<file path="config.mk">
export PLATFORM = sky130hd
export DESIGN_NAME = issue_scheduler_flat
export DESIGN_NICKNAME = d
export VERILOG_FILES = /design/src/rtl/issue_scheduler_if.sv /design/src/rtl/issue_scheduler.sv /design/src/flat_wrapper.sv
export SDC_FILE = /design/constraint.sdc
export NUM_CORES = 1
export LEC_CHECK = 0
export CORE_AREA = 5 5 269 271
export DETAILED_ROUTE_END_ITERATION = 16
export DIE_AREA = 0 0 274 276
export GPL_TIMING_DRIVEN = 0
export PLACE_DENSITY = 0.72
export REMOVE_ABC_BUFFERS = 1
export SLEW_MARGIN = 20
export SYNTH_ARGS = -nofsm -noshare
export SYNTH_HDL_FRONTEND = slang
export SYNTH_SLANG_ARGS = --single-unit
</file>
<file path="constraint.sdc">
create_clock -name clk -period 8.3 [get_ports clk]
set_input_delay 1.66 -clock clk [delete_from_list [all_inputs] [get_ports clk]]
set_output_delay 1.66 -clock clk [all_outputs]
set_load 0.01 [all_outputs]
</file>
<file path="src/rtl/issue_scheduler_if.sv">
// -----------------------------------------------------------------------------
// issue_scheduler_if
// Bundles the fetch-side enqueue handshake, the downstream control inputs and
// the registered issue ports of the issue scheduler.
//
//   in_valid1/in_valid2   : fetched instruction valids (valid2 needs valid1)
//   in_instr1/in_instr2   : fetched instructions, program order 1 then 2
//   in_pc                 : PC of in_instr1 (in_instr2 sits at in_pc+4)
//   in_ready              : at least two free queue entries
//   stall / flush         : downstream hold / redirect
//   issue{1,2}_valid/instr/pc : registered issue slots toward decode
//   count                 : queue occupancy
//   split_count           : cycles where a pair was available but not issued
//
// master: fetch/decode side (drives inputs). slave: the scheduler.
// -----------------------------------------------------------------------------
interface issue_scheduler_if #(
    parameter int DEPTH = 8
);
    localparam int CW = $clog2(DEPTH) + 1;

    logic          in_valid1;
    logic          in_valid2;
    logic [31:0]   in_instr1;
    logic [31:0]   in_instr2;
    logic [31:0]   in_pc;
    logic          in_ready;
    logic          stall;
    logic          flush;
    logic          issue1_valid;
    logic          issue2_valid;
    logic [31:0]   issue1_instr;
    logic [31:0]   issue2_instr;
    logic [31:0]   issue1_pc;
    logic [31:0]   issue2_pc;
    logic [CW-1:0] count;
    logic [31:0]   split_count;

    modport master (
        output in_valid1, in_valid2, in_instr1, in_instr2, in_pc, stall, flush,
        input  in_ready, issue1_valid, issue2_valid, issue1_instr, issue2_instr,
               issue1_pc, issue2_pc, count, split_count
    );

    modport slave (
        input  in_valid1, in_valid2, in_instr1, in_instr2, in_pc, stall, flush,
        output in_ready, issue1_valid, issue2_valid, issue1_instr, issue2_instr,
               issue1_pc, issue2_pc, count, split_count
    );
endinterface

</file>
<file path="src/rtl/issue_scheduler.sv">
// -----------------------------------------------------------------------------
// issue_scheduler
// Circular instruction queue feeding a dual-issue decode stage. Up to two
// instructions are enqueued per cycle; each cycle the two oldest entries are
// issued as a pair when they are independent, otherwise the oldest issues
// alone. Issue ports are registered. Single-issue splits are counted.
//
// Ports:
//   clk  : rising-edge clock
//   rst  : synchronous active-high reset
//   bus  : issue_scheduler_if.slave (enqueue handshake, stall/flush, issue
//          slots, occupancy and split counter)
// -----------------------------------------------------------------------------
module issue_scheduler #(
    parameter int DEPTH = 8
) (
    input  logic              clk,
    input  logic              rst,
    issue_scheduler_if.slave  bus
);
    localparam int PW = $clog2(DEPTH);
    localparam int CW = PW + 1;

    typedef struct packed {
        logic [31:0] instr;
        logic [31:0] pc;
    } entry_t;

    // ------------------------------------------------------------------
    // Instruction classification (MIPS-style encodings)
    // ------------------------------------------------------------------
    function automatic logic is_ctrl(input logic [31:0] ins);
        return (ins[31:26] == 6'h04) || (ins[31:26] == 6'h05) ||
               (ins[31:26] == 6'h02) || (ins[31:26] == 6'h03) ||
               ((ins[31:26] == 6'h00) && (ins[5:0] == 6'h08));
    endfunction

    function automatic logic is_mem(input logic [31:0] ins);
        return (ins[31:26] == 6'h23) || (ins[31:26] == 6'h2B);
    endfunction

    // Returns 0 when the instruction writes no register ($0 is never a hazard).
    function automatic logic [4:0] dest_of(input logic [31:0] ins);
        if ((ins[31:26] == 6'h00) && (ins[5:0] != 6'h08)) return ins[15:11];
        else if (ins[31:26] == 6'h03)                     return 5'd31;
        else if ((ins[31:26] == 6'h23) || (ins[31:29] == 3'b001))
                                                          return ins[20:16];
        else                                              return 5'd0;
    endfunction

    // ------------------------------------------------------------------
    // State
    // ------------------------------------------------------------------
    entry_t        mem_q [DEPTH];
    logic [PW-1:0] head_q, head_d, tail_q, tail_d;
    logic [CW-1:0] occ_q, occ_d;
    logic          v1_q, v1_d, v2_q, v2_d;
    logic [31:0]   i1_q, i1_d, i2_q, i2_d, pc1_q, pc1_d, pc2_q, pc2_d;
    logic [31:0]   split_q, split_d;

    logic [CW-1:0] enq_cnt, deq_cnt;
    logic          in_ready_w, enq, pair_ok;
    entry_t        ent_a, ent_b;
    logic [4:0]    dest_a, dest_b;

    // Free entries >= 2 looks only at the registered occupancy, so a dequeue
    // in the same cycle cannot raise it.
    assign in_ready_w = (occ_q <= CW'(DEPTH - 2));
    assign enq        = bus.in_valid1 & in_ready_w & ~bus.flush;

    assign ent_a  = mem_q[head_q];
    assign ent_b  = mem_q[head_q + PW'(1)];
    assign dest_a = dest_of(ent_a.instr);
    assign dest_b = dest_of(ent_b.instr);

    // B's rs and rt are both compared against A's destination regardless of
    // B's format; this may reject some legal pairs but never a hazard.
    assign pair_ok = (occ_q >= CW'(2))
                   & ~is_ctrl(ent_a.instr) & ~is_ctrl(ent_b.instr)
                   & ~(is_mem(ent_a.instr) & is_mem(ent_b.instr))
                   & ((dest_a == 5'd0) |
                      ((ent_b.instr[25:21] != dest_a) & (ent_b.instr[20:16] != dest_a)))
                   & ~((dest_a != 5'd0) & (dest_a == dest_b));

    // ------------------------------------------------------------------
    // Next-state logic
    // ------------------------------------------------------------------
    // NOTE: every variable gets its hold value first, so no path through the
    // block leaves one unassigned and no latch is inferred.
    always_comb begin
        head_d  = head_q;
        tail_d  = tail_q;
        occ_d   = occ_q;
        v1_d    = v1_q;
        v2_d    = v2_q;
        i1_d    = i1_q;
        i2_d    = i2_q;
        pc1_d   = pc1_q;
        pc2_d   = pc2_q;
        split_d = split_q;
        enq_cnt = '0;
        deq_cnt = '0;

        if (bus.flush) begin
            // Flush outranks stall and drops any same-cycle enqueue.
            head_d = '0;
            tail_d = '0;
            occ_d  = '0;
            v1_d   = 1'b0;
            v2_d   = 1'b0;
        end else begin
            if (enq) begin
                enq_cnt = bus.in_valid2 ? CW'(2) : CW'(1);
                tail_d  = tail_q + enq_cnt[PW-1:0];
            end

            if (!bus.stall) begin
                if (occ_q == '0) begin
                    v1_d = 1'b0;
                    v2_d = 1'b0;
                end else begin
                    v1_d  = 1'b1;
                    i1_d  = ent_a.instr;
                    pc1_d = ent_a.pc;
                    if (pair_ok) begin
                        v2_d    = 1'b1;
                        i2_d    = ent_b.instr;
                        pc2_d   = ent_b.pc;
                        deq_cnt = CW'(2);
                    end else begin
                        v2_d    = 1'b0;
                        deq_cnt = CW'(1);
                        if (occ_q >= CW'(2)) split_d = split_q + 32'd1;
                    end
                end
                head_d = head_q + deq_cnt[PW-1:0];
            end

            occ_d = occ_q + enq_cnt - deq_cnt;
        end
    end

    // ------------------------------------------------------------------
    // Registers
    // ------------------------------------------------------------------
    // NOTE: sequential state uses non-blocking assignments so every register
    // samples the pre-edge values regardless of statement order.
    always_ff @(posedge clk) begin
        if (rst) begin
            head_q  <= '0;
            tail_q  <= '0;
            occ_q   <= '0;
            v1_q    <= 1'b0;
            v2_q    <= 1'b0;
            i1_q    <= '0;
            i2_q    <= '0;
            pc1_q   <= '0;
            pc2_q   <= '0;
            split_q <= '0;
        end else begin
            head_q  <= head_d;
            tail_q  <= tail_d;
            occ_q   <= occ_d;
            v1_q    <= v1_d;
            v2_q    <= v2_d;
            i1_q    <= i1_d;
            i2_q    <= i2_d;
            pc1_q   <= pc1_d;
            pc2_q   <= pc2_d;
            split_q <= split_d;
        end
    end

    // NOTE: the queue storage has no reset; occupancy alone decides which
    // entries are live, so clearing the array would only cost logic.
    always_ff @(posedge clk) begin
        if (!rst && enq) begin
            mem_q[tail_q] <= '{instr: bus.in_instr1, pc: bus.in_pc};
            if (bus.in_valid2)
                mem_q[tail_q + PW'(1)] <= '{instr: bus.in_instr2, pc: bus.in_pc + 32'd4};
        end
    end

    // ------------------------------------------------------------------
    // Outputs
    // ------------------------------------------------------------------
    assign bus.in_ready     = in_ready_w;
    assign bus.issue1_valid = v1_q;
    assign bus.issue2_valid = v2_q;
    assign bus.issue1_instr = i1_q;
    assign bus.issue2_instr = i2_q;
    assign bus.issue1_pc    = pc1_q;
    assign bus.issue2_pc    = pc2_q;
    assign bus.count        = occ_q;
    assign bus.split_count  = split_q;

endmodule

</file>
<file path="src/flat_wrapper.sv">
// flat-port wrapper written by rule: the top's interface ports become plain ports
module issue_scheduler_flat 
#(
    parameter int DEPTH = 8
)
  (clk, rst, bus_in_valid1, bus_in_valid2, bus_in_instr1, bus_in_instr2, bus_in_pc, bus_stall, bus_flush, bus_in_ready, bus_issue1_valid, bus_issue2_valid, bus_issue1_instr, bus_issue2_instr, bus_issue1_pc, bus_issue2_pc, bus_count, bus_split_count);
  issue_scheduler_if #(.DEPTH(DEPTH)) bus_i ();
  input  logic clk;
  input  logic rst;
  input wire logic [$bits(bus_i.in_valid1)-1:0] bus_in_valid1;
  input wire logic [$bits(bus_i.in_valid2)-1:0] bus_in_valid2;
  input wire logic [$bits(bus_i.in_instr1)-1:0] bus_in_instr1;
  input wire logic [$bits(bus_i.in_instr2)-1:0] bus_in_instr2;
  input wire logic [$bits(bus_i.in_pc)-1:0] bus_in_pc;
  input wire logic [$bits(bus_i.stall)-1:0] bus_stall;
  input wire logic [$bits(bus_i.flush)-1:0] bus_flush;
  output wire logic [$bits(bus_i.in_ready)-1:0] bus_in_ready;
  output wire logic [$bits(bus_i.issue1_valid)-1:0] bus_issue1_valid;
  output wire logic [$bits(bus_i.issue2_valid)-1:0] bus_issue2_valid;
  output wire logic [$bits(bus_i.issue1_instr)-1:0] bus_issue1_instr;
  output wire logic [$bits(bus_i.issue2_instr)-1:0] bus_issue2_instr;
  output wire logic [$bits(bus_i.issue1_pc)-1:0] bus_issue1_pc;
  output wire logic [$bits(bus_i.issue2_pc)-1:0] bus_issue2_pc;
  output wire logic [$bits(bus_i.count)-1:0] bus_count;
  output wire logic [$bits(bus_i.split_count)-1:0] bus_split_count;
  assign bus_i.in_valid1 = bus_in_valid1;
  assign bus_i.in_valid2 = bus_in_valid2;
  assign bus_i.in_instr1 = bus_in_instr1;
  assign bus_i.in_instr2 = bus_in_instr2;
  assign bus_i.in_pc = bus_in_pc;
  assign bus_i.stall = bus_stall;
  assign bus_i.flush = bus_flush;
  assign bus_in_ready = bus_i.in_ready;
  assign bus_issue1_valid = bus_i.issue1_valid;
  assign bus_issue2_valid = bus_i.issue2_valid;
  assign bus_issue1_instr = bus_i.issue1_instr;
  assign bus_issue2_instr = bus_i.issue2_instr;
  assign bus_issue1_pc = bus_i.issue1_pc;
  assign bus_issue2_pc = bus_i.issue2_pc;
  assign bus_count = bus_i.count;
  assign bus_split_count = bus_i.split_count;
  issue_scheduler #(.DEPTH(DEPTH)) u_core (.clk(clk), .rst(rst), .bus(bus_i));
endmodule
</file>
==> reports/qor_table.md <==
| Quantity | Value | Unit |
| --- | --- | --- |
| CP Data Arrival Time | 7.86 | ns |
| Static Leakage | 15.3 | nW |
| Largest family of logic cells by synthesized area | multiplexers | - |
| Number of warnings printed during yosys synthesis | 0 | - |
| Hold WC Path Type | reg -> reg | - |
| Reg-to-reg critical path startpoint | u_core.head_q[0]$_SDFFE_PP0N_ | - |
| Clock network latency to the later pin of the worst-skew pair | 0.64 | ns |
| Fraction of synthesized cell area in xor and xnor cells | 5.56 | % |
| Die ar. | 0.0756 | mm2 |
| Final cycle utilization of the critical path | 90.4 | % |
| Placeable core area | 0.0695 | mm2 |
| Final estimated routing congestion in global placement | 0.841 | - |
| First-iteration detailed-routing DRC count | 3,801 | - |
| Kind of end point of the critical path | flop | - |
| Final setup violation count | 0 | - |
| Half-perimeter wire length after detailed placement | 83.5 | mm |
| CP Data Required Time | 8.65 | ns |
| Pwr Density | 225 | mW/mm2 |
| Max-Cap Viols | 0 | - |
| Post-layout net count | 3,681 | - |
| Via-to-Cell Ratio | 6.45 | - |
| Post-CTS Resized | 0 | - |
| # Post-CTS Setup Buffers | 0 | - |
| Max-slew violation total from the final report | 0 | - |
| Worst setup skew after layout | 0.0409 | ns |
| Timing-limited maximum frequency | 133 | MHz |
| Adder and majority gate portion of the synthesized area | 0.609 | % |
| Startpoint of the worst hold path | u_core.bus.issue1_valid$_SDFFE_PP0N_ | - |
| Master cell of the clock root buffer | clkbuf_16 | - |
| Worst setup path class | in -> reg | - |
| Drt wl/cell | 26.5 | um |
| Proportion of synthesized chip area in sequential cells | 49.9 | % |
| Routed via count | 29,500 | - |
| Maximum fanout along the worst path | 11 | - |
| Combined global-route utilization of all metal layers | 31.2 | % |
| Outcome | complete, no violations | - |
| Clock transition at the registers of the reported paths | 0.06 | ns |
| Hold-fix buffers at CTS | 0 | - |
| Avg Cell Area, Syn | 11.1 | um2 |
| Count of state elements after synthesis | 687 | - |
| Count of cells along the worst register-to-register path | 21 | - |
| Die boundary height | 276 | um |
| Final hold violations | 0 | - |
| Type of origin of the critical path | input port | - |
| WHS | 0.480 | ns |
| Total I/O pin count | 269 | - |
| Layout cell share with drive strength beyond 1 | 15.6 | % |
| Slew Limit Headroom | 23.3 | % |
| Setup repair after global routing missed its margin | false | - |
| Main flop type after synthesis | edfxtp_1 | - |
| Hold Crit Depth | 2 | - |
| CTS HTree Levels | 3 | - |
| First-pass GRT wire length | 181 | mm |
| Standard-cell row count | 97 | - |
| Number of instances in the synthesized netlist | 3,418 | - |
| Grt ovf | 0 | - |
| Fin crit period | 7.51 | ns |
| Floorplan die width | 274 | um |
| DRC errors left | 0 | - |
| Multiplexer fraction of the synthesized cell area | 19.1 | % |
| Peak supply drop | 0.242 | mV |
| Cell type with the largest total area after synthesis | edfxtp_1 | - |
| Leading post-synthesis cells by cell area | edfxtp_1, mux4_2, nand2_1, dfxtp_1, mux2i_1 | - |
| Compound-Gate Fraction of Synth Area | 5.93 | % |
| Portion of synthesized cell area occupied by the leading cell type | 40.7 | % |
| Slack of the critical path | 0.793 | ns |
| Proportion of synthesized flip-flops having asynchronous set or reset | 0 | % |
| Number of routed nets with antenna violations | 0 | - |
| Pin count of the biggest net entering global routing | 109 | - |
| Reg2Reg Setup Slack | 0.84 | ns |
| Initial core utilization | 54.4 | % |
| Number of buffers inserted during clock tree synthesis | 75 | - |
| Hold EP | u_core.bus.issue1_valid$_SDFFE_PP0N_ | - |
| Number of global-route vias before repair | 29,600 | - |
| Total standard cell area after synthesis | 0.0378 | mm2 |
| Area growth from synthesis to final layout | 20.5 | % |
| Post-synthesis share of cell area spent on and, or, nand and nor gates | 14.7 | % |
| Total length of routed wires | 121 | mm |
| Distinct cell type count of the synthesized netlist | 68 | - |
| Pre-CTS setup slack | 0.295 | ns |
| Worst-case clock buffer depth | 3 | - |
| Capture point of the worst reg-to-reg path | u_core.bus.count[3]$_SDFF_PP0_ | - |
| Clock tree from TritonCTS | done | - |
| Total of buffers placed on input and output ports | 268 | - |
| Actual transition at the worst max-transition pin | 1.15 | ns |
| Antenna violations before repair | 23 | - |
| Initial DRT Pass Iterations | 9 | - |
| Post-synth EDFFs | 512 | - |
| Clock net sink count | 687 | - |
==> logic make-up after synthesis <==
family                     count (synthesis)
DFF                                      687
adders and majority gates                 16
and+or+nand+nor                         1372
muxes                                    401
buffers and inverters                    369
xor gates and xnor gates                 240
AOI/OAI and AO/OA                        333
==> through the flow <==
step	util (%)	instance area [um2]	power [mW]	cells	setup TNS (ns)
final	65.5	45500	10.3	4580	0
after detailed placement	62.0	43100	6.98	4426	0
after global routing	65.5	45500	10.6	4573	0
after global placement	57.9	40300	7.10	4295	-
after CTS	65.4	45500	10.2	4561	0
after floorplan	-	36400	5.94	3087	-620.66
==> synth_stat cells, types with 12 or more instances <==
cell / number
a211oi_1: 119
a21oi_1: 109
buf_1: 67
buf_2: 20
clkbuf_1: 196
clkbuf_2: 33
dfxtp_1: 175
edfxtp_1: 512
ha_1: 12
inv_1: 36
mux2_2: 20
mux2i_1: 121
mux4_2: 253
nand2_1: 951
nand3_1: 34
nand4_1: 16
nor2_1: 244
nor3_1: 41
o21ai_0: 23
o31ai_1: 25
or4_1: 22
xnor2_1: 120
xor2_1: 120
==> placed cells by master, fill, tap and decap left out, types with 6 or more instances in the layout <==
cell type and instances:
or4_1 22, and3_1 11, diode_2 19, nand3_1 34
clkdlybuf4s50_1 267, buf_4 19, dfxtp_1 171, clkinv_2 18
buf_12 16, ha_1 11, nor2_1 238, edfxtp_1 512
inv_1 36, mux4_2 253, mux2_2 20, o21ai_4 6
buf_16 62, nor2_4 6, a21oi_1 109, nor3_1 37
clkbuf_1 20, nand2_1 950, clkbuf_16 77, or3_1 7
o21ai_0 17, nand4_1 16, xnor2_1 119, a211oi_1 119
buf_6 23, clkbuf_8 7, mux2i_1 121, buf_8 12
xor2_1 119, o211ai_1 11, a2111oi_0 8, o31ai_1 23
==> sequential cells by signal (all words and copies together) (netlist names), named ones only <==
register,flops
u_core.bus.count,4
u_core.bus.issue1_instr,32
u_core.bus.issue1_pc,32
u_core.bus.issue1_valid,1
u_core.bus.issue2_instr,32
u_core.bus.issue2_pc,32
u_core.bus.issue2_valid,1
u_core.bus.split_count,32
u_core.head_q,3
u_core.mem_q,512
u_core.tail_q,3
==> report_power, final <==
| part | switching, mW | internal (mW) |
|---|---|---|
| registers | 0.132 | 3.86 |
| logic | 1.64 | 1.31 |
| clock network | 1.39 | 1.92 |
==> how the worst max path moves through the flow <==
stage,endpoint,from
floorplan,u_core.bus.issue2_instr[3]$_SDFFE_PP0P_,u_core.head_q[0]$_SDFFE_PP0N_
global placement,u_core.bus.issue2_instr[3]$_SDFFE_PP0P_,u_core.head_q[0]$_SDFFE_PP0N_
detailed placement,u_core.mem_q[7][30]$_DFFE_PP_,bus_in_pc[2]
CTS,u_core.mem_q[2][30]$_DFFE_PP_,bus_in_pc[2]
global route,u_core.mem_q[7][30]$_DFFE_PP_,bus_in_pc[2]
finish,u_core.mem_q[2][30]$_DFFE_PP_,bus_in_pc[2]
==> metal layers <==
layer | global-route usage, % | part of all wire (%) | up-vias | wire length, um
li1 | - | - | 12600 | -
met1 | 40.7 | 35 | 14500 | 42900
met2 | 50.0 | 48 | 2104 | 57900
met3 | 7.51 | 13 | 410 | 15200
met4 | 13.9 | 4.4 | 12 | 5310
met5 | 0 | 0.059 | - | 71
==> worst max-delay path: stages <==
cell and delay (ns):
clkdlybuf4s50_1 0.83, ha_1 0.44, nand3_1 0.43, nor2_1 0.26, nand3_1 0.30, nor2_1 0.98, nand3_1 0.54, nor2_1 0.59
nand3_1 0.44, nor2_1 0.66, and3_1 0.42, nand2_1 0.13, xnor2_1 0.16
==> area by class of cell <==
type	count	area, um2
Fill cell	4902	24000
Sequential cell	687	18900
Multi-Input combinational cell	2362	17600
Timing Repair Buffer	399	5280
Clock buffer	104	2100
Tap cell	940	1180
Clock inverter	31	292
Inverter	38	143
Antenna cell	19	47.5
No activity file was read; power rests on OpenSTA's default activity.
